File: config.mk
export PLATFORM = sky130hd
export DESIGN_NAME = dmem_arbiter
export DESIGN_NICKNAME = d
export VERILOG_FILES = /design/src/rtl/dmem_arbiter.sv
export SDC_FILE = /design/constraint.sdc
export NUM_CORES = 1
export LEC_CHECK = 0
export ABC_CLOCK_PERIOD_IN_PS = 10400
export CORE_MARGIN = 2
export CORE_UTILIZATION = 42
export DETAILED_ROUTE_END_ITERATION = 10
export PLACE_DENSITY = 0.76
export RECOVER_POWER = 50
export SYNTH_ARGS = -nofsm -noshare
export SYNTH_HDL_FRONTEND = slang
export SYNTH_SLANG_ARGS = --single-unit
File: constraint.sdc
create_clock -name clk -period 10.4 [get_ports clk]
set_input_delay 1.04 -clock clk [delete_from_list [all_inputs] [get_ports clk]]
set_output_delay 1.04 -clock clk [all_outputs]
set_load 0.01 [all_outputs]
File: src/rtl/dmem_arbiter.sv
// dmem_arbiter: round-robin data-memory arbiter between CPU word accesses and AES 4-word bursts
module dmem_arbiter #(
  parameter int BURST_LEN     = 4,
  parameter bit RR_RESET_LAST = 1'b1
) (
  input  logic         clk,
  input  logic         rst,
  input  logic         cpu_req,
  input  logic         cpu_we,
  input  logic [31:0]  cpu_addr,
  input  logic [31:0]  cpu_wdata,
  output logic [31:0]  cpu_rdata,
  output logic         cpu_ack,
  input  logic         aes_req,
  input  logic         aes_we,
  input  logic [31:0]  aes_addr,
  input  logic [127:0] aes_wdata,
  output logic [127:0] aes_rdata,
  output logic         aes_done,
  output logic [31:0]  mem_addr,
  output logic [31:0]  mem_wdata,
  output logic         mem_read,
  output logic         mem_write,
  input  logic [31:0]  mem_rdata
);
  typedef enum logic [1:0] {IDLE, CPU_ACC, AES_ACC, RESP} state_t;
  state_t       state_q, state_d;
  logic [1:0]   beat_q, beat_d;
  logic         last_grant_q, last_grant_d;
  logic         we_q, we_d;
  logic [31:0]  addr_q, addr_d;
  logic [127:0] wdata_q, wdata_d;
  logic [31:0]  cpu_rdata_q, cpu_rdata_d;
  logic [127:0] aes_rdata_q, aes_rdata_d;
  logic         pick_aes;
  assign pick_aes  = aes_req && (!cpu_req || !last_grant_q);
  assign cpu_rdata = cpu_rdata_q;
  assign aes_rdata = aes_rdata_q;
  // State and latched-request registers; reset aborts any burst in flight
  always_ff @(posedge clk or posedge rst) begin
    if (rst) begin
      state_q      <= IDLE;
      beat_q       <= 2'd0;
      last_grant_q <= RR_RESET_LAST;
      we_q         <= 1'b0;
      addr_q       <= 32'd0;
      wdata_q      <= 128'd0;
      cpu_rdata_q  <= 32'd0;
      aes_rdata_q  <= 128'd0;
    end else begin
      state_q      <= state_d;
      beat_q       <= beat_d;
      last_grant_q <= last_grant_d;
      we_q         <= we_d;
      addr_q       <= addr_d;
      wdata_q      <= wdata_d;
      cpu_rdata_q  <= cpu_rdata_d;
      aes_rdata_q  <= aes_rdata_d;
    end
  end
  // Next-state, grant latching, memory drive and completion pulses
  always_comb begin
    state_d      = state_q;
    beat_d       = beat_q;
    last_grant_d = last_grant_q;
    we_d         = we_q;
    addr_d       = addr_q;
    wdata_d      = wdata_q;
    cpu_rdata_d  = cpu_rdata_q;
    aes_rdata_d  = aes_rdata_q;
    mem_addr     = 32'd0;
    mem_wdata    = 32'd0;
    mem_read     = 1'b0;
    mem_write    = 1'b0;
    cpu_ack      = 1'b0;
    aes_done     = 1'b0;
    case (state_q)
      IDLE: if (cpu_req || aes_req) begin
        state_d      = pick_aes ? AES_ACC : CPU_ACC;
        last_grant_d = pick_aes;
        we_d         = pick_aes ? aes_we : cpu_we;
        addr_d       = pick_aes ? {aes_addr[31:4], 4'b0} : cpu_addr;
        wdata_d      = pick_aes ? aes_wdata : {96'd0, cpu_wdata};
      end
      CPU_ACC: begin
        mem_addr    = addr_q;
        mem_wdata   = wdata_q[31:0];
        mem_read    = !we_q;
        mem_write   = we_q;
        cpu_rdata_d = we_q ? cpu_rdata_q : mem_rdata;
        state_d     = RESP;
      end
      AES_ACC: begin
        mem_addr  = addr_q + {28'd0, beat_q, 2'b00};
        mem_wdata = wdata_q[32*beat_q +: 32];
        mem_read  = !we_q;
        mem_write = we_q;
        if (!we_q) aes_rdata_d[32*beat_q +: 32] = mem_rdata;
        beat_d  = (beat_q == 2'(BURST_LEN - 1)) ? 2'd0 : beat_q + 2'd1;
        state_d = (beat_q == 2'(BURST_LEN - 1)) ? RESP : AES_ACC;
      end
      RESP: begin
        cpu_ack  = !last_grant_q;
        aes_done = last_grant_q;
        state_d  = IDLE;
      end
      default: state_d = IDLE;
    endcase
  end
endmodule

==> flow_summary.json, run 1 <==
{
  "drcViolationCount": 0,
  "avgSynthCellArea_sq_um": 12.4,
  "clock-sinks": 326,
  "clk_pin_slew_ps": 60,
  "finalClockSkew_ps": 11.3,
  "numPortBuffers": 485,
  "dp_hpwl_mm": 32.7,
  "wirelength_mm": 47.0,
  "startpoint_type": "flop",
  "place_ws_ps": 6130,
  "min_period_over_period": 0.575,
  "vias": 12142,
  "critPathKind": "reg2out",
  "end_kind": "output port",
  "critPathArrivalTime_ps": 4940,
  "wire_per_inst_um": 22.3,
  "tightest_slew_ps": 5440,
  "cts.path.max_buffers": 3,
  "ios": 490,
  "postCtsHoldBufs": 0,
  "layout-drive-gt1-share": 0.0909,
  "cts_tree": "yes",
  "post_cts_buffers": 0,
  "finalCriticalPeriod_ps": 5980,
  "drtIter0Drc": 660,
  "synth_area_sq_mm": 0.0148,
  "finalWorstSetupSlack_ps": 4420,
  "post_synth_num_cell_types": 54,
  "via_per_inst": 5.76,
  "synth_area_leader_cell": "dfrtp_1",
  "core_sq_mm": 0.0345,
  "yosysMostFrequentCell": "dfrtp_1",
  "die_area_sq_mm": 0.0367,
  "syn_inst": 1187,
  "h-tree-depth": 2,
  "yosysWarnings": 0,
  "grt_use_total": 0.252,
  "status": "complete, but fails checks",
  "gp_congestion": 0.877,
  "fp-row-count": 68,
  "hp-class": "reg2reg",
  "final_antenna_net_count": 0,
  "die_h_um": 192,
  "syn_nets": 1463,
  "antenna_found_initial": 4,
  "utilization": 0.609,
  "nets": 1899,
  "slew_violations": 322,
  "grt_pass1_vias": 12175,
  "max_freq_mhz": 167,
  "whs_ps": 480,
  "fill_cells": 2786,
  "vdd_drop_max_mv": 0.160,
  "crit_path_max_fanout": 38,
  "syn_to_final_growth_pct": 42.5,
  "rsz0062_at_grt": "false",
  "crit_required_ps": 9360,
  "cts_buffers": 36,
  "first_pass_iters": 6,
  "hold_viol": 0,
  "slew_headroom": -2.65,
  "cts_resized": 0,
  "die_w_um": 192,
  "ys.flop_type": "dfrtp_1",
  "start_util": 0.427,
  "fin_setup_tns_ps": 0,
  "synthTopCellsByCount": "dfrtp_1 (325), a22o_1 (230), nand2_1 (90), o21ai_0 (80), mux2i_1 (62)",
  "grt_pass1_wl_mm": 71.6,
  "setup_viol": 0,
  "yosys-top-cells-area": "dfrtp_1 (55%), a22o_1 (14%), mux4_2 (4.9%)",
  "ys_seq_area_frac": 0.553,
  "violations": "max-capacitance violations, max-slew violations",
  "synth_top_area_frac": 0.551,
  "max-cap-violations": 5,
  "cts-root-buf": "clkbuf_16",
  "grt_start_max_net_pins": 122,
  "synth-seq-cells": 326,
  "total_power_mw": 6.29,
  "p_leak_nw": 9.43,
  "clkLatencyLatePin_ps": 510,
  "synth-async-reset-ratio": 1.00,
  "power_density_mw_per_mm2": 299,
  "synth_edf_count": 0,
  "grt_overflow": 0
}
[worst max-delay path, cell delays in order (launching register included)]
cell and delay, ps:
dfrtp_2 360, clkbuf_1 2490, mux4_2 750, a22oi_1 200, nor2b_1 100, clkdlybuf4s50_1 490
[power by group]
part | switching [mW] | internal [mW] | leakage [nW] | total (mW)
registers | 0.385 | 1.82 | 4.25 | 2.21
logic | 1.35 | 1.47 | 4.62 | 2.83
clock network | 0.512 | 0.744 | 0.567 | 1.26
[state kept, by name, indices dropped and copies added, names as in the netlist]
register,cells
wdata_q,128
last_grant_q,1
cpu_rdata,32
state_q,2
addr_q,32
beat_q,2
aes_rdata,128
we_q,1
[final timing paths]
kind | from | to | slack [ps] | cells after the start
min | cpu_rdata[0] | cpu_rdata[0] | 480 | 1
max in group asynchronous | rst | wdata_q[123] | 4950 | 3
min reg2reg | cpu_rdata[0] | cpu_rdata[0] | 480 | 1
min in group asynchronous | rst | cpu_rdata[20] | 2670 | 2
max | beat_q[0] | mem_wdata[16] | 4420 | 5
max reg2reg | beat_q[0] | aes_rdata[19] | 4560 | 6
[cell type report]
type                    instances  area (sq um)  area share
diodes                          4          10.0    0.000476
clock buffers                  53          1040      0.0492
clock inverters                12           126     0.00600
inverters                       9          35.0     0.00166
multi-input cells             743          6100       0.290
flip-flops and latches        326          8160       0.388
well taps                     455           569      0.0270
repair buffers                507          5010       0.238
[placed cells by master (no fill, tap or decap), types with 7 or more instances in the layout]
cell type / instances
nor3_1: 8
dfrtp_1: 323
a21boi_0: 7
nor2b_1: 40
inv_1: 8
nand2_1: 90
nand4_1: 7
nor2_1: 8
mux4_2: 32
nand3_1: 15
clkbuf_1: 14
ha_1: 12
a22oi_1: 36
mux2_1: 9
buf_4: 19
mux2i_1: 62
mux2_2: 23
clkdlybuf4s50_1: 323
a31oi_1: 13
o21ai_0: 81
a22o_1: 230
clkbuf_16: 37
dlygate4sd3_1: 162
[layer usage]
layer,vias to the layer above,part of all wire,global-route usage
met5,-,0,0
li1,5397,-,-
met2,593,0.48,0.415
met3,94,0.096,0.0745
met1,6058,0.39,0.312
met4,0,0.035,0.0953
[stage by stage]
step | area, sq um | std cells
3_3_place_gp | 19900 | 2040
6_report | 21000 | 2109
3_5_place_dp | 19900 | 2040
2_1_floorplan | 14800 | 1187
5_1_grt | 21000 | 2109
4_1_cts | 21100 | 2105
[cells by family after synthesis]
logic type      after synthesis  share of synthesized area
compound gates              399                      0.209
flops                       326                      0.553
simple gates                202                     0.0735
mux                         126                      0.115
buf+inv                     118                     0.0366
fa+ha+maj                    14                     0.0124
xor+xnor                      2                    0.00119
Note: power is estimated with default switching activity, not from simulation.
==> run 2: changes to the inputs <==
--- a/config.mk
+++ b/config.mk
@@ -5,7 +5,7 @@
 export SDC_FILE = /design/constraint.sdc
 export NUM_CORES = 1
 export LEC_CHECK = 0
-export ABC_CLOCK_PERIOD_IN_PS = 10400
+export ABC_CLOCK_PERIOD_IN_PS = 4890
 export CORE_MARGIN = 2
 export CORE_UTILIZATION = 42
 export DETAILED_ROUTE_END_ITERATION = 10
==> constraint.sdc (replaced) <==
create_clock -name clk -period 4.89 [get_ports clk]
set_input_delay 0.489 -clock clk [delete_from_list [all_inputs] [get_ports clk]]
set_output_delay 0.489 -clock clk [all_outputs]
set_load 0.01 [all_outputs]
==> flow_summary.json, run 2 (synthesized netlist as in run 1, its figures left out) <==
{
  "drcViolationCount": 0,
  "critPathArrivalTime_ps": 3720,
  "clock-sinks": 326,
  "ios": 490,
  "most-common-layout-cells": "clkdlybuf4s50_1 (380), dfrtp_1 (323), a22o_1 (230), dlygate4sd3_1 (105), nand2_1 (90)",
  "layout-drive-gt1-share": 0.0925,
  "die_area_sq_mm": 0.0367,
  "clkLatencyLatePin_ps": 520,
  "wire_per_inst_um": 22.4,
  "finalClockSkew_ps": 13.0,
  "grt_use_total": 0.250,
  "finalCriticalPeriod_ps": 4210,
  "gp_congestion": 0.889,
  "cts_resized": 0,
  "place_ws_ps": 1580,
  "syn_to_final_growth_pct": 42.5,
  "grt_start_max_net_pins": 149,
  "tightest_slew_ps": 3180,
  "cts-root-buf": "clkbuf_16",
  "path_cells": "clkbuf_2, mux4_2, a22oi_1, nor2b_1, clkdlybuf4s50_1",
  "rsz0062_at_grt": "false",
  "max-cap-violations": 4,
  "final_common_cell": "clkdlybuf4s50_1",
  "crit_path_max_fanout": 38,
  "power_density_mw_per_mm2": 639,
  "worstReg2RegEnd": "aes_rdata[91]",
  "first_pass_iters": 5,
  "drtIter0Drc": 833,
  "crit_family": "buffers and inverters",
  "hold_end": "cpu_rdata[24]",
  "slew_headroom": -1.12,
  "min_period_over_period": 0.861,
  "h-tree-depth": 2,
  "max_freq_mhz": 238,
  "core_sq_mm": 0.0345,
  "cp_slowest_cell": "clkbuf_2",
  "crit_required_ps": 4400,
  "cts.path.max_buffers": 3,
  "p_leak_nw": 9.27,
  "fp-row-count": 68,
  "setup_viol": 0,
  "grt_pass1_vias": 12223,
  "fin_setup_tns_ps": 0,
  "end_kind": "output port",
  "fill_cells": 2717,
  "hold_depth": 1,
  "die_h_um": 192,
  "antenna_found_initial": 2,
  "grt_pass1_wl_mm": 70.7,
  "ff2ff_setup_slack_ps": 930,
  "startpoint_type": "flop",
  "wirelength_mm": 47.1,
  "hp-class": "reg2reg",
  "post_cts_buffers": 0,
  "clk_pin_slew_ps": 60,
  "status": "complete, but fails checks",
  "critPathKind": "reg2out",
  "postCtsHoldBufs": 0,
  "holdCritStartpoint": "cpu_rdata[24]",
  "violations": "max-capacitance violations, max-slew violations",
  "grt_overflow": 0,
  "hold_viol": 0,
  "slowest_delay_ps": 1150,
  "cts_tree": "yes",
  "reg2reg_from": "beat_q[0]",
  "slew_violations": 373,
  "numPortBuffers": 485,
  "nets": 1896,
  "finalWorstSetupSlack_ps": 680,
  "via_per_inst": 5.83,
  "cts_buffers": 36,
  "dp_hpwl_mm": 32.8,
  "start_util": 0.427,
  "final_antenna_net_count": 0,
  "vdd_drop_max_mv": 0.544,
  "cp_num_buf_inv": 2,
  "rr_worst_depth": 7,
  "vias": 12237,
  "die_w_um": 192
}
-- run 2: power breakdown --
part / internal, mW / switching, mW / total (mW)
logic: 3.20 / 2.89 / 6.08
clock network: 1.58 / 1.09 / 2.67
registers: 3.87 / 0.834 / 4.71
total: 8.65 / 4.81 / 13.5
-- run 2: routing by layer --
layer / up-vias / routed length, um / part of all wire / global-route usage
li1: 5397 / - / - / -
met4: 0 / 1820 / 0.039 / 0.104
met2: 610 / 22700 / 0.48 / 0.414
met1: 6128 / 18300 / 0.39 / 0.308
met5: - / 0 / 0 / 0
met3: 102 / 4330 / 0.092 / 0.0674
-- run 2: per-stage QoR --
stage | utilization | power, mW | hold WS [ps] | instances | area, sq um
2_1_floorplan | - | 7.99 | 466 | 1187 | 14800
3_3_place_gp | 0.577 | 10.8 | 469 | 2037 | 19900
3_5_place_dp | 0.577 | 11.0 | 474 | 2037 | 19900
4_1_cts | 0.611 | 13.7 | 488 | 2098 | 21100
5_1_grt | 0.609 | 14.2 | 504 | 2100 | 21000
6_report | 0.609 | 13.5 | 478 | 2100 | 21000
-- run 2: layout make-up --
class,count,area (sq um),share of cell area
diodes,2,5.00,0.000238
clock inverters,12,123,0.00583
flip-flops and latches,326,8160,0.388
inverters,9,35.0,0.00166
repair buffers,504,5010,0.238
clock buffers,49,1030,0.0490
multi-input cells,743,6110,0.290
well taps,455,569,0.0271
-- run 2: how the worst max path moves through the flow --
| stage | slack (ps) | from | endpoint | cells past startpoint |
|---|---|---|---|---|
| after floorplan | 50 | rst | addr_q[0] | 1 |
| after global routing | 470 | beat_q[0] | aes_rdata[91] | 7 |
| after CTS | 1110 | state_q[0] | mem_addr[29] | 8 |
| final | 680 | beat_q[0] | mem_wdata[9] | 5 |
| after global placement | 1630 | beat_q[0] | aes_rdata[75] | 7 |
| after detailed placement | 1580 | beat_q[0] | aes_rdata[91] | 7 |
==> run 3: changes to the inputs <==
--- a/config.mk
+++ b/config.mk
@@ -11,6 +11,7 @@
 export DETAILED_ROUTE_END_ITERATION = 10
 export PLACE_DENSITY = 0.76
 export RECOVER_POWER = 50
+export SETUP_SLACK_MARGIN = 0.4
 export SYNTH_ARGS = -nofsm -noshare
 export SYNTH_HDL_FRONTEND = slang
 export SYNTH_SLANG_ARGS = --single-unit
==> results of run 3 <==
Same layout as run 2: the final DEF is identical, and so are final timing and power.
